**src/rtl/serial_adder_pkg.sv**
```systemverilog
// Shared definitions for the bit-serial adder: state encoding and counter sizing.
package serial_adder_pkg;

    typedef enum logic [1:0] {
        ST_IDLE = 2'd0,
        ST_RUN  = 2'd1,
        ST_FIN  = 2'd2
    } state_e;

    // Bit counter must hold 0..WIDTH-1; never narrower than one bit.
    function automatic int cnt_width(input int width);
        int w;
        w = $clog2(width + 1);
        return (w < 1) ? 1 : w;
    endfunction

endpackage

```
**src/rtl/serial_adder_if.sv**
```systemverilog
// Start/done handshake plus operand and result bus of the serial adder.
interface serial_adder_if #(
    parameter int WIDTH = 8
) ();
    logic             START;
    logic [WIDTH-1:0] A;
    logic [WIDTH-1:0] B;
    logic             READY;
    logic             BUSY;
    logic             DONE;
    logic [WIDTH-1:0] SUM;
    logic             CARRY;

    modport master (output START, A, B, input READY, BUSY, DONE, SUM, CARRY);
    modport slave  (input START, A, B, output READY, BUSY, DONE, SUM, CARRY);
endinterface

```
**src/rtl/serial_adder_full_adder.sv**
```systemverilog
// One-bit full adder built from two half-adder cells; purely combinational.
module half_adder (
    input  logic A,
    input  logic B,
    output logic S,
    output logic C
);
    assign S = A ^ B;
    assign C = A & B;
endmodule

module full_adder_1b (
    input  logic A,
    input  logic B,
    input  logic CIN,
    output logic SUM,
    output logic COUT
);
    logic s0, c0, c1;

    half_adder u_ha0 (.A(A),  .B(B),   .S(s0),  .C(c0));
    half_adder u_ha1 (.A(s0), .B(CIN), .S(SUM), .C(c1));

    assign COUT = c0 | c1;
endmodule

```
**src/rtl/serial_adder.sv**
```systemverilog
// Bit-serial unsigned adder: LSB-first, one bit per clock, registered carry.
module serial_adder
    import serial_adder_pkg::*;
#(
    parameter int WIDTH = 8
) (
    input  logic          CLK,
    input  logic          RST_N,
    serial_adder_if.slave bus
);
    localparam int CW = cnt_width(WIDTH);

    state_e           state_q;
    logic [WIDTH-1:0] sha_q, shb_q, sum_q, sum_d;
    logic [WIDTH:0]   sum_ext;
    logic [CW-1:0]    cnt_q;
    logic             c_q, carry_q;
    logic             ready_q, busy_q, done_q;
    logic             fa_s, fa_co;

    full_adder_1b u_fa (
        .A    (sha_q[0]),
        .B    (shb_q[0]),
        .CIN  (c_q),
        .SUM  (fa_s),
        .COUT (fa_co)
    );

    // New bit enters at the MSB; widening first keeps WIDTH=1 legal.
    assign sum_ext = {fa_s, sum_q};
    assign sum_d   = sum_ext[WIDTH:1];

    always_ff @(posedge CLK or negedge RST_N) begin
        if (!RST_N) begin
            state_q <= ST_IDLE;
            sha_q   <= '0;
            shb_q   <= '0;
            sum_q   <= '0;
            cnt_q   <= '0;
            c_q     <= 1'b0;
            carry_q <= 1'b0;
            ready_q <= 1'b1;
            busy_q  <= 1'b0;
            done_q  <= 1'b0;
        end else begin
            case (state_q)
                ST_RUN: begin
                    c_q   <= fa_co;
                    sum_q <= sum_d;
                    sha_q <= sha_q >> 1;
                    shb_q <= shb_q >> 1;
                    cnt_q <= cnt_q + 1'b1;
                    if (cnt_q == CW'(WIDTH - 1)) begin
                        state_q <= ST_FIN;
                        carry_q <= fa_co;
                        ready_q <= 1'b1;
                        busy_q  <= 1'b0;
                        done_q  <= 1'b1;
                    end
                end
                default: begin
                    // IDLE and FIN both accept; FIN -> RUN is the back-to-back path.
                    if (bus.START) begin
                        state_q <= ST_RUN;
                        sha_q   <= bus.A;
                        shb_q   <= bus.B;
                        sum_q   <= '0;
                        carry_q <= 1'b0;
                        c_q     <= 1'b0;
                        cnt_q   <= '0;
                        ready_q <= 1'b0;
                        busy_q  <= 1'b1;
                        done_q  <= 1'b0;
                    end else begin
                        state_q <= ST_IDLE;
                        ready_q <= 1'b1;
                        busy_q  <= 1'b0;
                        done_q  <= 1'b0;
                    end
                end
            endcase
        end
    end

    assign bus.READY = ready_q;
    assign bus.BUSY  = busy_q;
    assign bus.DONE  = done_q;
    assign bus.SUM   = sum_q;
    assign bus.CARRY = carry_q;
endmodule

```
**src/flat_wrapper.sv**
```systemverilog
// flat-port wrapper written by rule: the top's interface ports become plain ports
module serial_adder_flat import serial_adder_pkg::*;
#(
    parameter int WIDTH = 8
)
  (CLK, RST_N, bus_START, bus_A, bus_B, bus_READY, bus_BUSY, bus_DONE, bus_SUM, bus_CARRY);
  serial_adder_if #(.WIDTH(WIDTH)) bus_i ();
  input  logic CLK;
  input  logic RST_N;
  input wire logic [$bits(bus_i.START)-1:0] bus_START;
  input wire logic [$bits(bus_i.A)-1:0] bus_A;
  input wire logic [$bits(bus_i.B)-1:0] bus_B;
  output wire logic [$bits(bus_i.READY)-1:0] bus_READY;
  output wire logic [$bits(bus_i.BUSY)-1:0] bus_BUSY;
  output wire logic [$bits(bus_i.DONE)-1:0] bus_DONE;
  output wire logic [$bits(bus_i.SUM)-1:0] bus_SUM;
  output wire logic [$bits(bus_i.CARRY)-1:0] bus_CARRY;
  assign bus_i.START = bus_START;
  assign bus_i.A = bus_A;
  assign bus_i.B = bus_B;
  assign bus_READY = bus_i.READY;
  assign bus_BUSY = bus_i.BUSY;
  assign bus_DONE = bus_i.DONE;
  assign bus_SUM = bus_i.SUM;
  assign bus_CARRY = bus_i.CARRY;
  serial_adder #(.WIDTH(WIDTH)) u_core (.CLK(CLK), .RST_N(RST_N), .bus(bus_i));
endmodule
```
**config.mk**
```make
export PLATFORM = sky130hd
export DESIGN_NAME = serial_adder_flat
export DESIGN_NICKNAME = d
export VERILOG_FILES = /design/src/rtl/serial_adder_pkg.sv /design/src/rtl/serial_adder_if.sv /design/src/rtl/serial_adder_full_adder.sv /design/src/rtl/serial_adder.sv /design/src/flat_wrapper.sv
export SDC_FILE = /design/constraint.sdc
export NUM_CORES = 1
export LEC_CHECK = 0
export ABC_AREA = 1
export BUFFER_PORTS_ARGS = -buffer_cell sky130_fd_sc_hd__buf_2
export CAP_MARGIN = 40
export CORE_MARGIN = 5
export CORE_UTILIZATION = 25
export CTS_CLUSTER_DIAMETER = 100
export DETAILED_ROUTE_END_ITERATION = 10
export PLACE_DENSITY = 0.5
export SYNTH_ARGS = -nofsm -noshare
export SYNTH_HDL_FRONTEND = slang
export SYNTH_HIERARCHICAL = 1
export SYNTH_SLANG_ARGS = --single-unit
```
**constraint.sdc**
```tcl
create_clock -name CLK -period 1.8 [get_ports CLK]
set_input_delay 0.36 -clock CLK [delete_from_list [all_inputs] [get_ports CLK]]
set_output_delay 0.36 -clock CLK [all_outputs]
set_load 0.02 [all_outputs]
```
Word level (Yosys, flattened, before mapping)
Cells that the tools add are included.
- flip-flop bits (word level): 35
- word-level logic and storage cells: 43
- add/subtract/negate cells: 1
- equal/unequal tests: 3
- multiplexer cells: 22
- bitwise gates (word level): 5
- reduce and logical (&&, ||, !) cells: 2
- operators with widths (operator ; count):
    $mux 8 ; 6
    $mux 1 ; 12
    $mux 4 ; 2
    $add 4x1->4 const B ; 1
    $eq 4x3->1 const B ; 1
    $mux 2 ; 2
    $and 1x1->1 ; 2
    $eq 2x1->1 const B ; 1
    $ne 2x1->1 const B ; 1
    $reduce_and 2->1 ; 1
    $reduce_bool 2->1 ; 1
    $xor 1x1->1 ; 2
    $or 1x1->1 ; 1

Logic depth before layout (Yosys ltp)
- depth after elaboration: 5
- depth in mapped cells: 7
- gate-level depth less buffers: 6

By module
The synthesis kept the hierarchy.
- modules (own cells, without submodules) (module ; instances ; cells each ; area each (um^2) ; sequential area each (um^2)):
    serial_adder ; 1 ; 159 ; 1403.8 ; 827.0
    half_adder ; 2 ; 1 ; 12.5 ; 0.0
    full_adder_1b ; 1 ; 3 ; 11.3 ; 0.0

Worst setup path after synthesis
OpenSTA, ideal clock, no wires.
- path kind: register to register
- from: register u_core.sha_q[0]
- to: register u_core.sum_q[7], in the netlist u_core/bus.SUM[7]
- setup time: 0.126 ns
- data arrival time: 1.035 ns
- required time: 1.674 ns
- setup slack: 0.639 ns
- cell stages (with the launch flop): 5
- period minus slack after synthesis: 1.161 ns
- cell sequence: dfrtp_1 ha_1 ha_1 nand2_1 o21ai_0
- longest elaborated chain between the ends: 3
- ends and longest elaborated chain (item ; RTL line ; RTL):
    start: declaration ; serial_adder.sv:14 ; logic [WIDTH-1:0] sha_q, shb_q, sum_q, sum_d;
    start signal: assignment ; serial_adder.sv:50 ; sha_q <= sha_q >> 1;
    start signal: assignment ; serial_adder.sv:65 ; sha_q <= bus.A;
    $xor 1x1->1 ; serial_adder_full_adder.sv:8 ; assign S = A ^ B;
    named net u_core.u_fa.s0 ; serial_adder_full_adder.sv:19 ; logic s0, c0, c1;
    $xor 1x1->1 ; serial_adder_full_adder.sv:8 ;
    named net u_core.fa_s ; serial_adder.sv:19 ; logic fa_s, fa_co;
    $mux 8 ; serial_adder.sv:46 ; case (state_q)
    end signal: assignment ; serial_adder.sv:49 ; sum_q <= sum_d;
    end: declaration ; serial_adder.sv:14 ;
The timed path passes the listed nets, and every way through them passes these cells.
A chain may end at the register's enable or synchronous reset.

Worst setup path after layout
- from: register u_core.ready_q, in the netlist u_core/bus.READY
- to: output bus_READY
- RTL lines (item ; RTL line ; RTL):
    start: declaration ; serial_adder.sv:18 ; logic ready_q, busy_q, done_q;
    start signal: assignment ; serial_adder.sv:42 ; ready_q <= 1'b1;
    start signal: assignment ; serial_adder.sv:56 ; ready_q <= 1'b1;
    start signal: assignment ; serial_adder.sv:71 ; ready_q <= 1'b0;
    end: declaration ; flat_wrapper.sv:13 ; output wire logic [$bits(bus_i.READY)-1:0] bus_READY;
No word-level cell between the ends.

==> results.toml <==
[status]
status = "complete, no violations"

[worst_setup_path]
crit_buf_inv = 1
r2r-start = "u_core/state_q[0]"
cp.required_ps = 1440
critPathSlowestCell = "dfstp_2"
crit_chain = "buf_2"
endpoint_kind = "output pin"
slowest_delay_ps = 530
crit_family = "flip-flops"
cp_max_fo = 2
worstSetupStartpoint = "u_core/bus.READY"
crit_arrival_ps = 970
start_kind = "flip-flop"
critPathKind = "flip-flop to output pin"

[placement]
post-place-ws_ps = 470
dpl.hpwl_um = 2210
place_inst = 263
place_congestion = 0.724
io_buffer_count = 30

[global_route]
overflow = 0
antenna_found_initial = 0
grt_pass1_vias = 1221
grtUsageTotal_pct = 9.54
grt_pass1_wl_um = 5550
grt_max_degree = 34

[sta]
fmax_ghz = 0.754
slew_headroom_pct = 72.1
period_share_pct = 73.7
worst_clock_skew_ps = 4.31
worst_pin_slew_ps = 418
finalSetupTns_ps = 0
final.min_clock_period_ps = 1330
setup_ws_ps = 473
drv_slew = 0
rsz0062_at_grt = "no"
final-setup-viol-count = 0
hold_viol = 0

[power_and_ir_drop]
powerDensity_nw_per_um2 = 1640
internal_power_uw = 1740
power_leakage_uw = 0.000925
swShare_pct = 39.6
pwr-share-clk_pct = 19.2
p_switching_uw = 1140
power_frac_comb_pct = 37.8
p_seq_share_pct = 43.0
max-vdd-ir-drop_uv = 558

[detailed_routing]
finalWirelength_um = 3130
dr.pass1.iters = 4
antenna_left = 0
drc = 0
drt_first_iter_violations = 80
wire_per_inst_um = 11.6
vias = 1166
vias_per_cell = 4.32

[cells_and_area]
fin_nets = 220
layout_common_cells = "nand2_1, dfrtp_1, nand3_1, buf_2, inv_1"
diodes = 0
fin_cells = 270
syn2layout_area_growth_pct = 21.4
drive_above_1_share_pct = 23.2
final_common_cell = "nand2_1"

[synth]
synth_seq_cells = 33
yosysWarnings = 6
syn_area_per_cell_um2 = 8.78
syn_area_um2 = 1440
synth_cells = 164
ys_seq_area_share_pct = 57.4
syn_nets = 186
ys_types = 19

[clock_tree]
insertion_delay_ps = 280
clock_path_buffers = 2
ctsHtreeMaxLevel = 2
numCtsBuffers = 5
cts_hold_buf = 0
clk_pin_slew_ps = 60
cts_root_buf = "clkbuf_8"
post_cts_buffers = 0
cts_tree = "yes"
clock_sinks = 33
post_cts_resized = 0

[min_path]
hp-class = "primary input to asynchronous set/reset pin"

[floorplan]
ioPinCount = 31
die_h_um = 85.9
fp.dieW_um = 85.9
start_util_pct = 26.0
rows = 27
coreArea_um2 = 5540
die_area_um2 = 7380

[run]
cap_violations = 0
## per-stage QoR
stage / util, % / area (um^2) / hold slack (ps) / total power (uW)
2_1_floorplan: - / 1440 / 64.4 / 2050
3_3_place_gp: 30.0 / 1660 / 426 / 2340
3_5_place_dp: 30.0 / 1660 / 420 / 2360
4_1_cts: 31.5 / 1750 / 119 / 2930
5_1_grt: 31.5 / 1750 / 131 / 3150
6_report: 31.5 / 1750 / 101 / 2880
## flip-flops by register name, summed over array words and instances (netlist names)
signal	flops
u_core/bus.READY	1
u_core/sha_q	8
u_core/c_q	1
u_core/state_q	2
u_core/shb_q	8
u_core/cnt_q	4
u_core/bus.SUM	8
u_core/bus.CARRY	1
## worst paths after layout
path | to | slack (ps) | depth (start not counted)
min in group CLK | u_core/sha_q[7] | 280 | 3
max in group asynchronous | u_core/bus.READY | 1370 | 2
hold reg to reg | u_core/sha_q[7] | 470 | 2
setup / recovery | bus_READY | 470 | 1
setup reg to reg | u_core/cnt_q[2] | 480 | 5
hold / removal | u_core/state_q[1] | 100 | 2
## synthesized netlist by cell type
| cell | instances | area (um^2) |
|---|---|---|
| o21ai_0 | 2 | 10.0 |
| nor2_1 | 2 | 7.51 |
| inv_2 | 3 | 11.3 |
| buf_2 | 3 | 15.0 |
| inv_1 | 14 | 52.6 |
| a21oi_1 | 1 | 5.00 |
| o22ai_1 | 6 | 37.5 |
| nand2_4 | 1 | 11.3 |
| buf_6 | 1 | 11.3 |
| nand3_1 | 31 | 155 |
| nand4_1 | 1 | 6.26 |
| dfrtp_1 | 32 | 801 |
| dfstp_2 | 1 | 26.3 |
| buf_4 | 2 | 15.0 |
| ha_1 | 3 | 37.5 |
| o21ai_1 | 3 | 15.0 |
| nor2_2 | 1 | 6.26 |
| nand2_2 | 1 | 6.26 |
| nand2_1 | 56 | 210 |
## layer usage
metal	track usage (%)	share of wire [%]	vias to the layer above
met2	13.9	43	31
met5	0	0	-
met1	12.1	48	533
met3	5.00	8.2	6
met4	3.02	1.2	0
li1	-	-	596
## power by group through the flow
stage	combinational (uW)	sequential (uW)	clock (uW)
after floorplan	684	1360	0
after global placement	1090	1250	0
after detailed placement	1110	1250	0
after CTS	1120	1240	570
after global routing	1260	1270	617
final	1090	1240	551
## cell families (layout without fill, tap and decap cells)
logic type / after synthesis / count (layout) / share of synthesized area, %
adder cells (fa/ha/maj): 3 / 3 / 2.61
buffers and inverters: 23 / 57 / 7.30
flip-flops: 33 / 33 / 57.4
AO/OA/AOI/OAI: 12 / 12 / 4.69
AND/OR/NAND/NOR: 93 / 93 / 28.0
## cell type report
| type | instances | area [um^2] |
|---|---|---|
| Fill cell | 619 | 3790 |
| Sequential cell | 33 | 827 |
| Multi-Input combinational cell | 108 | 508 |
| Timing Repair Buffer | 33 | 173 |
| Tap cell | 72 | 90.1 |
| Clock buffer | 7 | 86.3 |
| Inverter | 17 | 63.8 |
(Power assumes the default switching activity.)
